[src/rtl/cla_seq_pkg.sv]
// Shared constants and state encoding for the digit-serial adder controller.
package cla_seq_pkg;

  localparam int SLICE_W = 4;

  typedef enum logic [1:0] {
    IDLE = 2'd0,
    RUN  = 2'd1,
    DONE = 2'd2
  } state_t;

endpackage

[src/rtl/add4_slice.sv]
// Combinational 4-bit adder slice; c3 is the carry into the slice MSB so the
// controller can derive two's-complement overflow on the final slice.
module add4_slice
  import cla_seq_pkg::*;
(
  input  logic [SLICE_W-1:0] a,
  input  logic [SLICE_W-1:0] b,
  input  logic               cin,
  output logic [SLICE_W-1:0] s,
  output logic               cout,
  output logic               c3
);

  logic [SLICE_W:0]   full;
  logic [SLICE_W-1:0] low;

  assign full = {1'b0, a} + {1'b0, b} + {{SLICE_W{1'b0}}, cin};
  assign low  = {1'b0, a[SLICE_W-2:0]} + {1'b0, b[SLICE_W-2:0]} + {{(SLICE_W-1){1'b0}}, cin};

  assign s    = full[SLICE_W-1:0];
  assign cout = full[SLICE_W];
  assign c3   = low[SLICE_W-1];

endmodule

[src/rtl/cla_seq_ctrl.sv]
// Digit-serial WIDTH-bit adder: one shared 4-bit slice, LSB slice first.
// Optional subtraction (in_sub port) is enabled with macro CLA_SEQ_SUB_EN.
module cla_seq_ctrl
  import cla_seq_pkg::*;
#(
  parameter int WIDTH = 16
)
(
  input  logic             clk,
  input  logic             rst,
  input  logic             in_valid,
  output logic             in_ready,
  input  logic [WIDTH-1:0] in_a,
  input  logic [WIDTH-1:0] in_b,
  input  logic             in_carry,
`ifdef CLA_SEQ_SUB_EN
  input  logic             in_sub,
`endif
  output logic             out_valid,
  input  logic             out_ready,
  output logic [WIDTH-1:0] out_s,
  output logic             out_carry,
  output logic             out_overflow,
  output logic             busy
);

  localparam int NSLICE = WIDTH / SLICE_W;
  localparam int CNT_W  = (NSLICE > 1) ? $clog2(NSLICE) : 1;
  localparam logic [CNT_W-1:0] LAST_SLICE = CNT_W'(NSLICE - 1);

  state_t state, next_state;

  logic [WIDTH-1:0]   a_reg;
  logic [WIDTH-1:0]   b_reg;
  logic [WIDTH-1:0]   sum_reg;
  logic               carry_reg;
  logic               carry_out_reg;
  logic               overflow_reg;
  logic [CNT_W-1:0]   cnt;
  logic [CNT_W+1:0]   base;
  logic               sub_reg;
  logic               init_carry;
  logic               last;

  logic [SLICE_W-1:0] a_nib;
  logic [SLICE_W-1:0] b_nib;
  logic [SLICE_W-1:0] slice_s;
  logic               slice_cout;
  logic               slice_c3;

  // Subtraction is captured with the operands and forces the initial carry.
`ifdef CLA_SEQ_SUB_EN
  always_ff @(posedge clk) begin
    if (rst) begin
      sub_reg <= 1'b0;
    end else if (state == IDLE && in_valid) begin
      sub_reg <= in_sub;
    end
  end
  assign init_carry = in_sub | in_carry;
`else
  assign sub_reg    = 1'b0;
  assign init_carry = in_carry;
`endif

  // Slice k occupies bits [4k+3:4k]; the shift by two is the slice width.
  assign base  = {cnt, 2'b00};
  assign last  = (cnt == LAST_SLICE);
  assign a_nib = a_reg[base +: SLICE_W];
  assign b_nib = b_reg[base +: SLICE_W] ^ {SLICE_W{sub_reg}};

  add4_slice u_slice (
    .a    (a_nib),
    .b    (b_nib),
    .cin  (carry_reg),
    .s    (slice_s),
    .cout (slice_cout),
    .c3   (slice_c3)
  );

  always_ff @(posedge clk) begin
    if (rst) begin
      state <= IDLE;
    end else begin
      state <= next_state;
    end
  end

  always_comb begin
    next_state = state;
    case (state)
      IDLE:    if (in_valid)  next_state = RUN;
      RUN:     if (last)      next_state = DONE;
      DONE:    if (out_ready) next_state = IDLE;
      default:                next_state = IDLE;
    endcase
  end

  // The counter saturates on the last slice; that terminal value ends RUN.
  always_ff @(posedge clk) begin
    if (rst) begin
      a_reg         <= '0;
      b_reg         <= '0;
      sum_reg       <= '0;
      carry_reg     <= 1'b0;
      carry_out_reg <= 1'b0;
      overflow_reg  <= 1'b0;
      cnt           <= '0;
    end else begin
      case (state)
        IDLE: begin
          if (in_valid) begin
            a_reg         <= in_a;
            b_reg         <= in_b;
            carry_reg     <= init_carry;
            sum_reg       <= '0;
            carry_out_reg <= 1'b0;
            overflow_reg  <= 1'b0;
            cnt           <= '0;
          end
        end
        RUN: begin
          sum_reg[base +: SLICE_W] <= slice_s;
          carry_reg                <= slice_cout;
          if (last) begin
            carry_out_reg <= slice_cout;
            overflow_reg  <= slice_c3 ^ slice_cout;
          end else begin
            cnt <= cnt + 1'b1;
          end
        end
        default: begin
        end
      endcase
    end
  end

  assign in_ready     = (state == IDLE);
  assign out_valid    = (state == DONE);
  assign busy         = (state != IDLE);
  assign out_s        = sum_reg;
  assign out_carry    = carry_out_reg;
  assign out_overflow = overflow_reg;

endmodule

[config.mk]
export PLATFORM = sky130hd
export DESIGN_NAME = cla_seq_ctrl
export DESIGN_NICKNAME = d
export VERILOG_FILES = /design/src/rtl/cla_seq_pkg.sv /design/src/rtl/add4_slice.sv /design/src/rtl/cla_seq_ctrl.sv
export SDC_FILE = /design/constraint.sdc
export NUM_CORES = 1
export LEC_CHECK = 0
export ABC_AREA = 1
export BUFFER_PORTS_ARGS = -buffer_cell sky130_fd_sc_hd__buf_2
export CORE_MARGIN = 3
export CORE_UTILIZATION = 30
export DETAILED_ROUTE_END_ITERATION = 7
export SYNTH_ARGS = -nofsm -noshare
export SYNTH_HDL_FRONTEND = slang
export SYNTH_SLANG_ARGS = --single-unit
[constraint.sdc]
create_clock -name clk -period 2.7 [get_ports clk]
set_input_delay 0.135 -clock clk [delete_from_list [all_inputs] [get_ports clk]]
set_output_delay 0.135 -clock clk [all_outputs]
set_load 0.05 [all_outputs]
==> metrics.md <==
| Metric | Value |
|---|---|
| Pwr/cell area | 622.0 nW/um^2 |
| Die Y | 97.83 um |
| Required time of the critical path | 2.94 ns |
| Slowest library cell on the worst path | fa_1 |
| Critical path fanouts, max | 12 |
| CP bufs+invs | 1 |
| WL/cell | 12.23 um |
| Initial antenna violation count | 0 |
| Layout cell share with drive strength beyond 1 | 0.2216 |
| IO Count | 58 |
| Max-cap violations | 0 |
| Initial Util | 0.3175 |
| Main synth FF type | dfxtp_1 |
| Power Internal | 1.257 mW |
| CP Depth | 10 |
| Die ar. | 9571 sq um |
| Clk Latency, worst-skew pair | 0.31 ns |
| Sequential share of the synthesized area | 0.4352 |
| Drt first-iter violations | 77 |
| Clk pin slew, worst setup/hold paths | 0.10 ns |
| Slew Viols, Final | 0 |
| Synth area leader | dfxtp_1 |
| Post-synth top cells | 89 x nor2_1, 55 x dfxtp_1, 50 x o21ai_0, 35 x nand2_1, 21 x a21oi_1 |
| Yosys top cell area share | 0.4352 |
| Outcome | complete, no violations |
| Crit path launch | cnt[0] |
| Crit path to | out_s[6] |
| Core footprint | 7968 sq um |
| HP Class | in2reg |
| FF-to-FF End | out_s[6] |
| Synth top area cells | dfxtp_1 44%, nor2_1 13%, o21ai_0 9.9%, nand2_1 5.2%, a21oi_1 4.2% |
| Num CTS Buffers | 5 |
| Final setup TNS | 0 ns |
| Final hold violation count | 0 |
| Sw Ratio | 0.3218 |
| Largest net degree at the start of global routing | 38 |
| Cell area after synthesis | 2530 sq um |
| Post-Syn Instances | 336 |
| Worst EP arrival | 2.71 ns |
| GPL Wtd Cong | 0.8245 |
| Die Wd | 97.83 um |
| Setup Buffers After CTS | 0 |
| CTS Hold Bufs | 0 |
| # nets final | 433 |
| Placed Cells | 482 |
| P&R area growth vs syn | 17.75% |
| Routed wire length | 5.993 mm |
| Seq pwr share | 0.485 |
| Worst VDD drop | 0.2591 mV |
| Final HPWL DP | 4.583 mm |
| Clk pwr share | 0.266 |
| Startpoint types | flip-flop |
| Reg2reg start | cnt[0] |
| Synth Net Count | 382 |
| Cell with the most instances after synthesis | nor2_1 |
| Sw power | 0.5964 mW |
| First-pass GRT wire length | 10.34 mm |
| DR vias | 2,278 |
| Setup-failing EPs final | 0 |
| CTS sink cnt | 55 |
| Synth warn | 0 |
| Reg2Reg Depth | 10 |
| Unrepaired setup endpoints after global routing | false |
| Layout Cells excl Fill | 490 |
| Crit. End Element | flip-flop |
| GRT Overall Usage | 0.1306 |
| Cell leakage power | 1.320 nW |
| Syn_area_per_cell | 7.530 sq um |
| Slew headroom | 0.4586 |
| Root buffer cell | clkbuf_8 |
| CP top delay family | adder cells |
| Vias in the first global route | 2,277 |
| DRT Pass-1 Iters | 4 |
| Peak Freq | 404.9 MHz |
| CP Class | reg2reg |
| H-Tree Depth | 2 |
| Antenna-violating nets left | 0 |
| Global route total overflow | 0 |
| CTS tree | yes |
| Final period util | 0.9146 |
| Fin crit period | 2.469 ns |
| Post-synth ARST share | 0 |
| Clk buf depth | 2 |
| Reg2reg setup slack | 0.23 ns |
| Hold Path Origin | in_a[13] |
| Crit-path max cell delay | 0.44 ns |
| Synthesized flop and latch total | 55 |
| Port bufs | 57 |
| CP Cell Sequence | inv_1 > o21ai_0 > o22ai_1 > fa_1 > fa_1 > xor2_1 > nand2_1 > nor2_1 > a22oi_1 > nor2_1 |
| Diodes inserted | 0 |
| # rows | 32 |
| DR vias/cell | 4.649 |
| Library cells used by synthesis | 29 |
| Worst-margin pin slew | 0.8112 ns |
| Skew final | 0.01165 ns |
| Comb pwr share | 0.249 |
| Post-synth EDFFs | 0 |
| DRC viols | 0 |
[metal layers]
metal | wire length, um | up-vias | global-route usage
li1 | - | 1205 | -
met4 | 77 | 0 | 0.03621
met1 | 2849 | 1013 | 0.1669
met3 | 304 | 6 | 0.03214
met5 | 0 | - | 0
met2 | 2762 | 54 | 0.2194
[power by group through the flow]
| stage | clock network, mW | registers, mW | logic (mW) |
|---|---|---|---|
| floorplan | 0 | 0.930 | 0.336 |
| global placement | 0 | 0.919 | 0.458 |
| detailed placement | 0 | 0.919 | 0.464 |
| CTS | 0.505 | 0.901 | 0.465 |
| global route | 0.537 | 0.908 | 0.531 |
| finish | 0.492 | 0.900 | 0.461 |
[logic make-up (layout without fill, tap and decap cells)]
group	count (synthesis)	after routing	synth area share
simple gates	145	145	0.2542
buf+inv	38	90	0.07072
flops	55	55	0.4352
xor+xnor	1	1	0.003463
compound gates	88	88	0.1860
fa+ha+maj	9	9	0.05044
[what timing repair did]
item / in CTS / in global routing
gates resized for setup: 0 / 1
endpoints found under the hold margin: 0 / 0
setup endpoints to repair: 0 / 5
[worst min path at each step]
| stage | slack [ns] | end | cells after the start |
|---|---|---|---|
| final | 0.07 | a_reg[13] | 3 |
| after global routing | 0.08 | b_reg[10] | 3 |
| after CTS | 0.07 | a_reg[13] | 3 |
| after detailed placement | 0.39 | a_reg[2] | 3 |
| after global placement | 0.38 | a_reg[6] | 3 |
| after floorplan | 0.30 | a_reg[10] | 2 |
[metrics by stage]
stage	power [mW]	hold slack [ns]	util	instance area (sq um)	setup slack [ns]
after floorplan	1.266	0.2991	-	2530	0.3313
after global placement	1.377	0.3842	0.3612	2878	0.2837
after detailed placement	1.383	0.3913	0.3612	2878	0.1483
after CTS	1.870	0.07296	0.3737	2978	0.1229
after global routing	1.977	0.08450	0.3739	2979	0.002734
final	1.853	0.07435	0.3739	2979	0.2306
[layout by cell type (no fill, tap or decap)]
| master | instances |
|---|---|
| fa_1 | 2 |
| dfxtp_1 | 54 |
| nor2_4 | 2 |
| nor3_2 | 1 |
| nor2_1 | 89 |
| nor4_4 | 1 |
| inv_1 | 14 |
| nand2_1 | 35 |
| nand3_1 | 10 |
| o22ai_1 | 8 |
| buf_2 | 57 |
| a21o_1 | 1 |
| clkbuf_1 | 1 |
| nor4_2 | 1 |
| nor2_2 | 1 |
| buf_4 | 4 |
| nand4_1 | 2 |
| a31oi_1 | 1 |
| nand2_4 | 2 |
| xor2_1 | 1 |
| o21ai_1 | 4 |
| a21oi_4 | 1 |
| dfxtp_2 | 1 |
| o21ai_0 | 50 |
| inv_6 | 1 |
| clkbuf_8 | 7 |
| nor2_8 | 1 |
| ha_1 | 7 |
| a22oi_1 | 2 |
| inv_2 | 6 |
| a21oi_1 | 21 |
[layout make-up]
class | count | area (sq um)
fillers | 852 | 4989
multi-input cells | 243 | 1250
flip-flops and latches | 55 | 1102
repair buffers | 61 | 315.3
well taps | 102 | 127.6
clock buffers | 8 | 100.1
inverters | 21 | 83.83
[worst register-to-register path: cells and delay by family, from the launching register on]
family	cells	cell delay [ns]
compound gates	3	0.41
xor+xnor	1	0.25
fa+ha+maj	2	0.86
buf+inv	1	0.17
flops	1	0.41
simple gates	3	0.31
No activity file was read; power rests on OpenSTA's default activity.
